$ cat config.mk
export PLATFORM = sky130hd
export DESIGN_NAME = demux4_buf
export DESIGN_NICKNAME = d
export VERILOG_FILES = /design/src/rtl/demux4_buf.sv
export SDC_FILE = /design/constraint.sdc
export NUM_CORES = 1
export LEC_CHECK = 0
export CORE_ASPECT_RATIO = 0.8
export CORE_MARGIN = 2
export CORE_UTILIZATION = 47
export CTS_CLUSTER_SIZE = 8
export DETAILED_ROUTE_END_ITERATION = 10
export HOLD_SLACK_MARGIN = 0.03
export PLACE_DENSITY = 0.8
export SLEW_MARGIN = 10
export SYNTH_ARGS = -nofsm -noshare
export SYNTH_HDL_FRONTEND = slang
export SYNTH_SLANG_ARGS = --single-unit
$ cat constraint.sdc
create_clock -name clk -period 3.2 [get_ports clk]
set_clock_uncertainty 0.15 [all_clocks]
set_input_delay 0.96 -clock clk [delete_from_list [all_inputs] [get_ports clk]]
set_output_delay 0.96 -clock clk [all_outputs]
set_load 0.01 [all_outputs]
$ cat src/rtl/demux4_buf.sv
// rtl/demux4_buf.sv - 1-to-4 registered demultiplexer with per-channel one-entry buffers
//
// Steers each accepted input word to one of four channels by in_sel and holds
// it in that channel's one-entry buffer until the channel's consumer takes it.
// A wrap-around count of words accepted for each channel is kept.
//
// Ports:
//   clk        rising-edge clock
//   rst        asynchronous active-high reset
//   in_valid   producer offers in_sel/in_data
//   in_ready   block accepts when in_valid & in_ready
//   in_sel     destination channel 0..3
//   in_data    input word
//   out_valid  bit i: channel i buffer holds a word
//   out_ready  bit i: consumer i takes the word this cycle
//   out_data0..out_data3  buffered word per channel
//   out_cnt    channel i accept count in bits [i*CNT_W +: CNT_W]
module demux4_buf #(
    parameter int WIDTH = 8,
    parameter int CNT_W = 8
) (
    input  logic                 clk,
    input  logic                 rst,
    input  logic                 in_valid,
    output logic                 in_ready,
    input  logic [1:0]           in_sel,
    input  logic [WIDTH-1:0]     in_data,
    output logic [3:0]           out_valid,
    input  logic [3:0]           out_ready,
    output logic [WIDTH-1:0]     out_data0,
    output logic [WIDTH-1:0]     out_data1,
    output logic [WIDTH-1:0]     out_data2,
    output logic [WIDTH-1:0]     out_data3,
    output logic [4*CNT_W-1:0]   out_cnt
);

    typedef enum logic {
        ST_EMPTY = 1'b0,
        ST_FULL  = 1'b1
    } ch_state_t;

    ch_state_t          state_q [4];
    ch_state_t          state_d [4];
    logic [WIDTH-1:0]   data_q  [4];
    logic [WIDTH-1:0]   data_d  [4];
    logic [CNT_W-1:0]   cnt_q   [4];
    logic [CNT_W-1:0]   cnt_d   [4];

    logic               accept;
    logic [3:0]         hit;
    logic [3:0]         take;

    // A full channel can still accept when its consumer drains it in the same
    // cycle, which is what gives one word per cycle per channel.
    always_comb begin
        in_ready = !rst && ((state_q[in_sel] == ST_EMPTY) || out_ready[in_sel]);
        accept   = in_valid && in_ready;
        for (int i = 0; i < 4; i++) begin
            hit[i]  = accept && (in_sel == 2'(i));
            take[i] = (state_q[i] == ST_FULL) && out_ready[i];
        end
    end

    always_comb begin
        for (int i = 0; i < 4; i++) begin
            state_d[i] = state_q[i];
            data_d[i]  = data_q[i];
            cnt_d[i]   = cnt_q[i];
            case (state_q[i])
                ST_EMPTY: begin
                    // out_ready is ignored while empty
                    if (hit[i]) begin
                        state_d[i] = ST_FULL;
                        data_d[i]  = in_data;
                    end
                end
                ST_FULL: begin
                    if (hit[i]) begin
                        data_d[i]  = in_data;
                    end else if (take[i]) begin
                        // data holds its last value after draining
                        state_d[i] = ST_EMPTY;
                    end
                end
                default: state_d[i] = ST_EMPTY;
            endcase
            if (hit[i]) begin
                cnt_d[i] = cnt_q[i] + CNT_W'(1);
            end
        end
    end

    always_ff @(posedge clk or posedge rst) begin
        if (rst) begin
            for (int i = 0; i < 4; i++) begin
                state_q[i] <= ST_EMPTY;
                data_q[i]  <= '0;
                cnt_q[i]   <= '0;
            end
        end else begin
            for (int i = 0; i < 4; i++) begin
                state_q[i] <= state_d[i];
                data_q[i]  <= data_d[i];
                cnt_q[i]   <= cnt_d[i];
            end
        end
    end

    always_comb begin
        out_cnt = '0;
        for (int i = 0; i < 4; i++) begin
            out_valid[i]                 = (state_q[i] == ST_FULL);
            out_cnt[i*CNT_W +: CNT_W]    = cnt_q[i];
        end
    end

    assign out_data0 = data_q[0];
    assign out_data1 = data_q[1];
    assign out_data2 = data_q[2];
    assign out_data3 = data_q[3];

endmodule

==> out/results.tsv, run 1 <==
stage	metric	value	unit
power_and_ir_drop	Pleak	1.84	nW
min_path	HP Class	reg -> reg	
timing	f_max	0.326	GHz
min_path	Hold Crit Start	out_cnt[31]	
floorplanning	Core ar.	5880	um2
route	vias per cell	4.97	
route	Antenna Nets Post-Route	0	
global_route	antenna violations before repair	0	
logic_synthesis	count leader, synth	dfrtp_1	
power_and_ir_drop	Final Total Pwr	2.55	mW
logic_synthesis	warnings from Yosys	0	
clock_tree	clk sink count	68	
worst_setup_path	WP data required	2.09	ns
clock_tree	CTS clk-pin slew, worst paths	0.07	ns
status	status	completed	
worst_setup_path	Worst EP arrival	1.96	ns
clock_tree	TritonCTS clock tree	built	
logic_synthesis	Net Count, Synth	244	
clock_tree	Max clock buf depth	2	
timing	Final Max Slew Viols	0	
clock_tree	post-cts hold buffer count	0	
route	average wire per standard cell	15.3	um
logic_synthesis	count of different cell masters after synthesis	34	
clock_tree	later-pin clock latency in the skew report	0.34	ns
floorplanning	Die Y	73.7	um
global_route	Total GRT Usage	0.205	
power_and_ir_drop	Cell Pwr Density	626	nW/um2
finish	register area	1700	um2
floorplanning	die area	6710	um2
min_path	Hold EP	out_cnt[31]	
floorplanning	Starting Density	0.485	
logic_synthesis	share of the synthesized area in the top cell type	0.596	
global_route	GRT Max-Usage Layer	met2	
place	post-place setup slack	-0.550	ns
logic_synthesis	Seq/Total Area, Yosys	0.596	
finish	Syn-to-layout area delta	42.7	%
clock_tree	CTS buffer count	9	
global_route	met2 usage	0.316	
global_route	first-pass GRT wire length	10.5	mm
logic_synthesis	ys async rst share	1.00	
global_route	Congestion Overflow GR	0	
logic_synthesis	Synth Cell Area	2850	um2
min_path	Hold Crit Depth	1	
route	total routed wirelength	6.37	mm
timing	final hold violation count	0	
finish	Final Net Count	351	
finish	layout cells sized above 1	0.219	
route	1st-pass router iterations	4	
worst_setup_path	Reg2Reg Setup Slack	1.47	ns
route	DRT iter0 DRCs	96	
place	number of port buffers	85	
logic_synthesis	Mean Syn Cell Area	12.8	um2
worst_setup_path	Reg2Reg Depth	5	
finish	Multi-input gate area	1130	um2
worst_setup_path	critical path peak fanout	2	
timing	Slew @ Worst Pin	0.545	ns
place	GP Congestion	0.822	
logic_synthesis	Yosys reg bits	68	
logic_synthesis	Synth area leaders	dfrtp_1 60%, mux2_2 11%, xnor2_1 5.8%, nand2_1 4.7%, xor2_1 2.5%	
global_route	met3 Use GR	0.0995	
worst_setup_path	crit start category	input pin	
clock_tree	H-tree depth	3	
logic_synthesis	EDFF count, synth	0	
finish	Layout fillers	459	
logic_synthesis	most common library cells after synthesis	68 x dfrtp_1, 36 x nand2_1, 27 x mux2_2	
timing	slew margin rel.	0.637	
clock_tree	Root Driver	clkbuf_8	
floorplanning	Ports	86	
worst_setup_path	CP endpoint kind	output pin	
timing	Final Cycle Share	0.958	
floorplanning	placement row count	25	
finish	ant diodes	0	
logic_synthesis	Synth Flop Type	dfrtp_1	
global_route	met1 usage	0.262	
logic_synthesis	Mapped Cells	223	
route	remaining design rule violation count	0	
timing	RSZ-0062 raised after global routing	no	
run	Max Cap Viol	0	
place	Detail Placement HPWL	4.65	mm
route	vias	2061	
power_and_ir_drop	VDD IR-drop max	370	uV
timing	Setup Viol. Count Final	0	
timing	PnR worst setup slack	0.135	ns
logic_synthesis	largest area contributor in the netlist	dfrtp_1	
worst_setup_path	Worst R2R End	out_data0[0]	
floorplanning	die width	91.1	um
global_route	vias in the first global route	2043	
worst_setup_path	r2r startpoint	out_valid[0]	
worst_setup_path	CP Class	in -> out	
global_route	pin count of the biggest net entering global routing	46	
timing	crit path time final	3.07	ns
## cell type report
cell class                      count  area share
Sequential cell                    68       0.418
Multi-Input combinational cell    146       0.277
Timing Repair Buffer              102       0.241
Clock buffer                       12      0.0332
Tap cell                           81      0.0249
Clock inverter                      3     0.00369
Inverter                            3     0.00277
## layout by cell type (no fill, tap or decap), types with 2 or more instances in the layout
cell             instances
nor3b_4                  2
dlygate4sd2_1            5
nor3_1                   4
dfrtp_1                 68
clkdlybuf4s50_1         79
and2_1                   3
nand2b_4                 2
nor2_1                   3
nand3_1                 13
nand4_1                  5
buf_4                   16
mux2_2                  27
nor3b_2                  2
clkinv_2                 3
clkbuf_8                 9
ha_1                     4
inv_1                    2
xnor2_1                 19
clkbuf_1                 3
and3_1                   3
xor2_1                   8
nand2_1                 36
## timing repair
action,in CTS,in global routing
gates resized for setup,13,0
endpoints found under the setup margin,1,0
buffers inserted,3,0
## state kept, by name (all words and copies together), names as in the netlist
name	cells
out_data3	8
out_data2	8
out_data1	8
out_valid	4
out_data0	8
out_cnt	32
## worst max path at each step
| stage | start | to | slack, ns | depth (start not counted) |
|---|---|---|---|---|
| after floorplan | in_sel[1] | in_ready | 0.35 | 4 |
| after global placement | out_ready[3] | in_ready | -0.54 | 6 |
| after detailed placement | out_ready[3] | in_ready | -0.55 | 6 |
| after CTS | out_ready[0] | in_ready | 0.13 | 5 |
| after global routing | out_ready[0] | in_ready | 0.11 | 5 |
| final | out_ready[0] | in_ready | 0.13 | 5 |
## report_power, final
part / total, mW / leakage [nW] / internal, mW / switching (mW)
clock: 0.567 / 0.0800 / 0.274 / 0.293
sequential: 1.21 / 0.862 / 1.04 / 0.167
combinational: 0.778 / 0.901 / 0.473 / 0.305
total: 2.55 / 1.84 / 1.78 / 0.766
## kinds of logic after synthesis
logic type | count (synthesis) | synth area share
AOI/OAI and AO/OA | 2 | 0.00526
xor gates and xnor gates | 28 | 0.0886
adders and majority gates | 4 | 0.0175
buffers and inverters | 9 | 0.0171
DFF | 68 | 0.596
muxes | 28 | 0.110
and+or+nand+nor | 84 | 0.165
## worst max-delay path: stages
cell	delay, ns
dlygate4sd2_1	0.20
and2b_2	0.22
a22o_2	0.26
nor3_2	0.16
buf_2	0.15
## metal layers
metal	vias up	part of all wire
li1	967	-
met5	-	0
met1	1023	0.43
met3	6	0.083
met2	65	0.48
met4	0	0.0071
## stage by stage
stage / instance area [um2] / std cells / hold WS [ns] / utilization / TNS (ns)
2_1_floorplan: 2850 / 223 / 0.354 / - / 0
3_3_place_gp: 3880 / 397 / 0.307 / 0.661 / -0.537
3_5_place_dp: 3880 / 397 / 0.312 / 0.661 / -0.550
4_1_cts: 4070 / 415 / 0.324 / 0.692 / 0
5_1_grt: 4070 / 415 / 0.356 / 0.692 / 0
6_report: 4070 / 415 / 0.316 / 0.692 / 0
Note: power is estimated with default switching activity, not from simulation.
==> inputs of run 2 (changes only) <==
PLACE_DENSITY = 0.89   (was 0.8)
==> run 2 against run 1 <==
Sequential share of layout area decreased by 0.42 points. Flip-flop and latch count unchanged. Die area is the same. Worst setup slack worse by 0.020 ns. Highest routed layer unchanged. Final cell count fell by 0.24%. Sequential power about the same. Cell area grew 1.0%. Via count about the same. Critical endpoint unchanged. Clock-buffer cell count up 1. Wire length grew 2.0%.
==> out/results.tsv, run 2 (same netlist as run 1, synthesis figures left out) <==
stage	metric	value	unit	change
status	status	completed		unchanged
clock_tree	later-pin clock latency in the skew report	0.34	ns	about the same
clock_tree	clk sink count	68		unchanged
route	1st-pass router iterations	4		unchanged
timing	Slew @ Worst Pin	0.340	ns	was 0.545 ns
timing	slew margin rel.	0.771		was 0.637
clock_tree	post-cts hold buffer count	0		unchanged
clock_tree	CTS buffer count	9		unchanged
floorplanning	Starting Density	0.485		unchanged
worst_setup_path	WP data required	2.09	ns	about the same
run	Max Cap Viol	0		unchanged
worst_setup_path	crit start category	input pin		unchanged
place	number of port buffers	85		unchanged
power_and_ir_drop	VDD IR-drop max	346	uV	was 370 uV
place	Inst Count DP	398		was 397
worst_setup_path	CP Class	in -> out		unchanged
route	average wire per standard cell	15.7	um	was 15.3 um
place	GP Congestion	0.874		was 0.822
clock_tree	Root Driver	clkbuf_8		unchanged
timing	Final Max Slew Viols	0		unchanged
clock_tree	TritonCTS clock tree	built		unchanged
finish	fin cells	414		was 415
floorplanning	placement row count	25		unchanged
finish	Finished Core Util	0.699		was 0.692
worst_setup_path	CP endpoint kind	output pin		unchanged
global_route	pin count of the biggest net entering global routing	69		was 46
global_route	vias in the first global route	2140		was 2043
place	Detail Placement HPWL	4.60	mm	was 4.65 mm
timing	final hold violation count	0		unchanged
power_and_ir_drop	internal power	1.89	mW	was 1.78 mW
finish	ant diodes	0		unchanged
power_and_ir_drop	Clk pwr share	0.251		was 0.222
finish	Layout fillers	468		was 459
global_route	Total GRT Usage	0.213		was 0.205
route	remaining design rule violation count	0		unchanged
power_and_ir_drop	Sw Ratio	0.289		was 0.300
route	total routed wirelength	6.49	mm	was 6.37 mm
route	Antenna Nets Post-Route	0		unchanged
route	DRT iter0 DRCs	65		was 96
timing	RSZ-0062 raised after global routing	no		unchanged
finish	most frequent cells in the layout	79 x clkdlybuf4s50_1, 68 x dfrtp_1, 36 x nand2_1		unchanged
clock_tree	Max clock buf depth	2		unchanged
floorplanning	Core ar.	5880	um2	unchanged
power_and_ir_drop	Combinational Power Share	0.295		was 0.305
power_and_ir_drop	Pleak	1.86	nW	was 1.84 nW
floorplanning	Die Y	73.7	um	unchanged
timing	crit path time final	3.09	ns	was 3.07 ns
finish	Largest register FFs	32		unchanged
worst_setup_path	critical path peak fanout	2		unchanged
clock_tree	CTS clk-pin slew, worst paths	0.07	ns	about the same
finish	most common cell after layout, fill and taps aside	clkdlybuf4s50_1		unchanged
floorplanning	die area	6710	um2	unchanged
global_route	first-pass GRT wire length	10.7	mm	was 10.5 mm
power_and_ir_drop	Cell Pwr Density	647	nW/um2	was 626 nW/um2
route	vias	2063		was 2061
power_and_ir_drop	Reg power frac	0.454		was 0.473
power_and_ir_drop	NetSw	0.770	mW	was 0.766 mW
timing	Setup Viol. Count Final	0		unchanged
finish	Syn-to-layout area delta	44.2	%	was 42.7%
route	vias per cell	4.98		was 4.97
min_path	HP Class	reg -> reg		unchanged
timing	worst hold margin	0.324	ns	was 0.316 ns
finish	Final Net Count	350		was 351
global_route	Congestion Overflow GR	0		unchanged
timing	Final Cycle Share	0.964		was 0.958
timing	f_max	0.324	GHz	was 0.326 GHz
global_route	antenna violations before repair	0		unchanged
finish	layout cells sized above 1	0.213		was 0.219
clock_tree	H-tree depth	3		unchanged
floorplanning	die width	91.1	um	unchanged
floorplanning	Ports	86		unchanged
worst_setup_path	Worst EP arrival	1.98	ns	was 1.96 ns
-- run 2: changes by cell type in the layout (fill, tap and decap cells not counted), sizes merged --
cell,delta
clkinv,-2
bufinv,+1
clkbuf,+1
buf,-1
-- run 2: through the flow --
step	setup WS (ns)	total power, mW	setup TNS (ns)	cell area (um2)
floorplan	0.354	1.52	0	2850
global placement	-0.515	1.97	-0.515	3910
detailed placement	-0.551	2.01	-0.551	3910
CTS	0.121	2.69	0	4110
global route	0.0622	2.82	0	4110
finish	0.115	2.66	0	4110
-- run 2: metal layers --
| layer | vias to the layer above | wire, um | track usage |
|---|---|---|---|
| met5 | - | 0 | 0 |
| met4 | 0 | 107 | 0.0926 |
| met3 | 12 | 378 | 0.0790 |
| met2 | 70 | 3190 | 0.350 |
| met1 | 1014 | 2820 | 0.255 |
| li1 | 967 | - | - |
-- run 2: layout make-up --
class	instances	area [um2]	area share
Clock buffer	13	149	0.0362
Clock inverter	2	35.0	0.00852
Inverter	3	11.3	0.00274
Multi-Input combinational cell	146	1130	0.275
Sequential cell	68	1700	0.414
Tap cell	81	101	0.0246
Timing Repair Buffer	101	985	0.239
-- run 2: critical path: stages --
cell,delay [ns]
clkdlybuf4s50_1,0.39
nand2b_1,0.16
nor3b_1,0.27
nor3_2,0.06
buf_2,0.14
-- run 2: power by group through the flow --
stage,Clock (mW),Sequential (mW),Combinational (mW)
after floorplan,0,1.28,0.243
after global placement,0,1.21,0.765
after detailed placement,0,1.22,0.790
after CTS,0.690,1.21,0.794
after global routing,0.731,1.24,0.848
final,0.669,1.21,0.784
-- run 2: final timing paths --
| kind | startpoint | endpoint | slack [ns] | depth (start not counted) |
|---|---|---|---|---|
| worst min-delay path | out_data3[5] | out_data3[5] | 0.32 | 2 |
| min in group asynchronous | rst | out_cnt[28] | 1.05 | 4 |
| worst max-delay path | out_ready[2] | in_ready | 0.11 | 5 |
| max in group asynchronous | rst | out_cnt[12] | 1.57 | 4 |
| worst min register to register | out_data3[5] | out_data3[5] | 0.32 | 2 |
| worst max register to register | out_valid[0] | out_cnt[1] | 1.42 | 5 |
-- run 2: what timing repair did --
| action | 4_1_cts | 5_1_grt |
|---|---|---|
| buffers inserted | 1 | 0 |
| setup endpoints to repair | 1 | 0 |
| gates resized for setup | 13 | 0 |
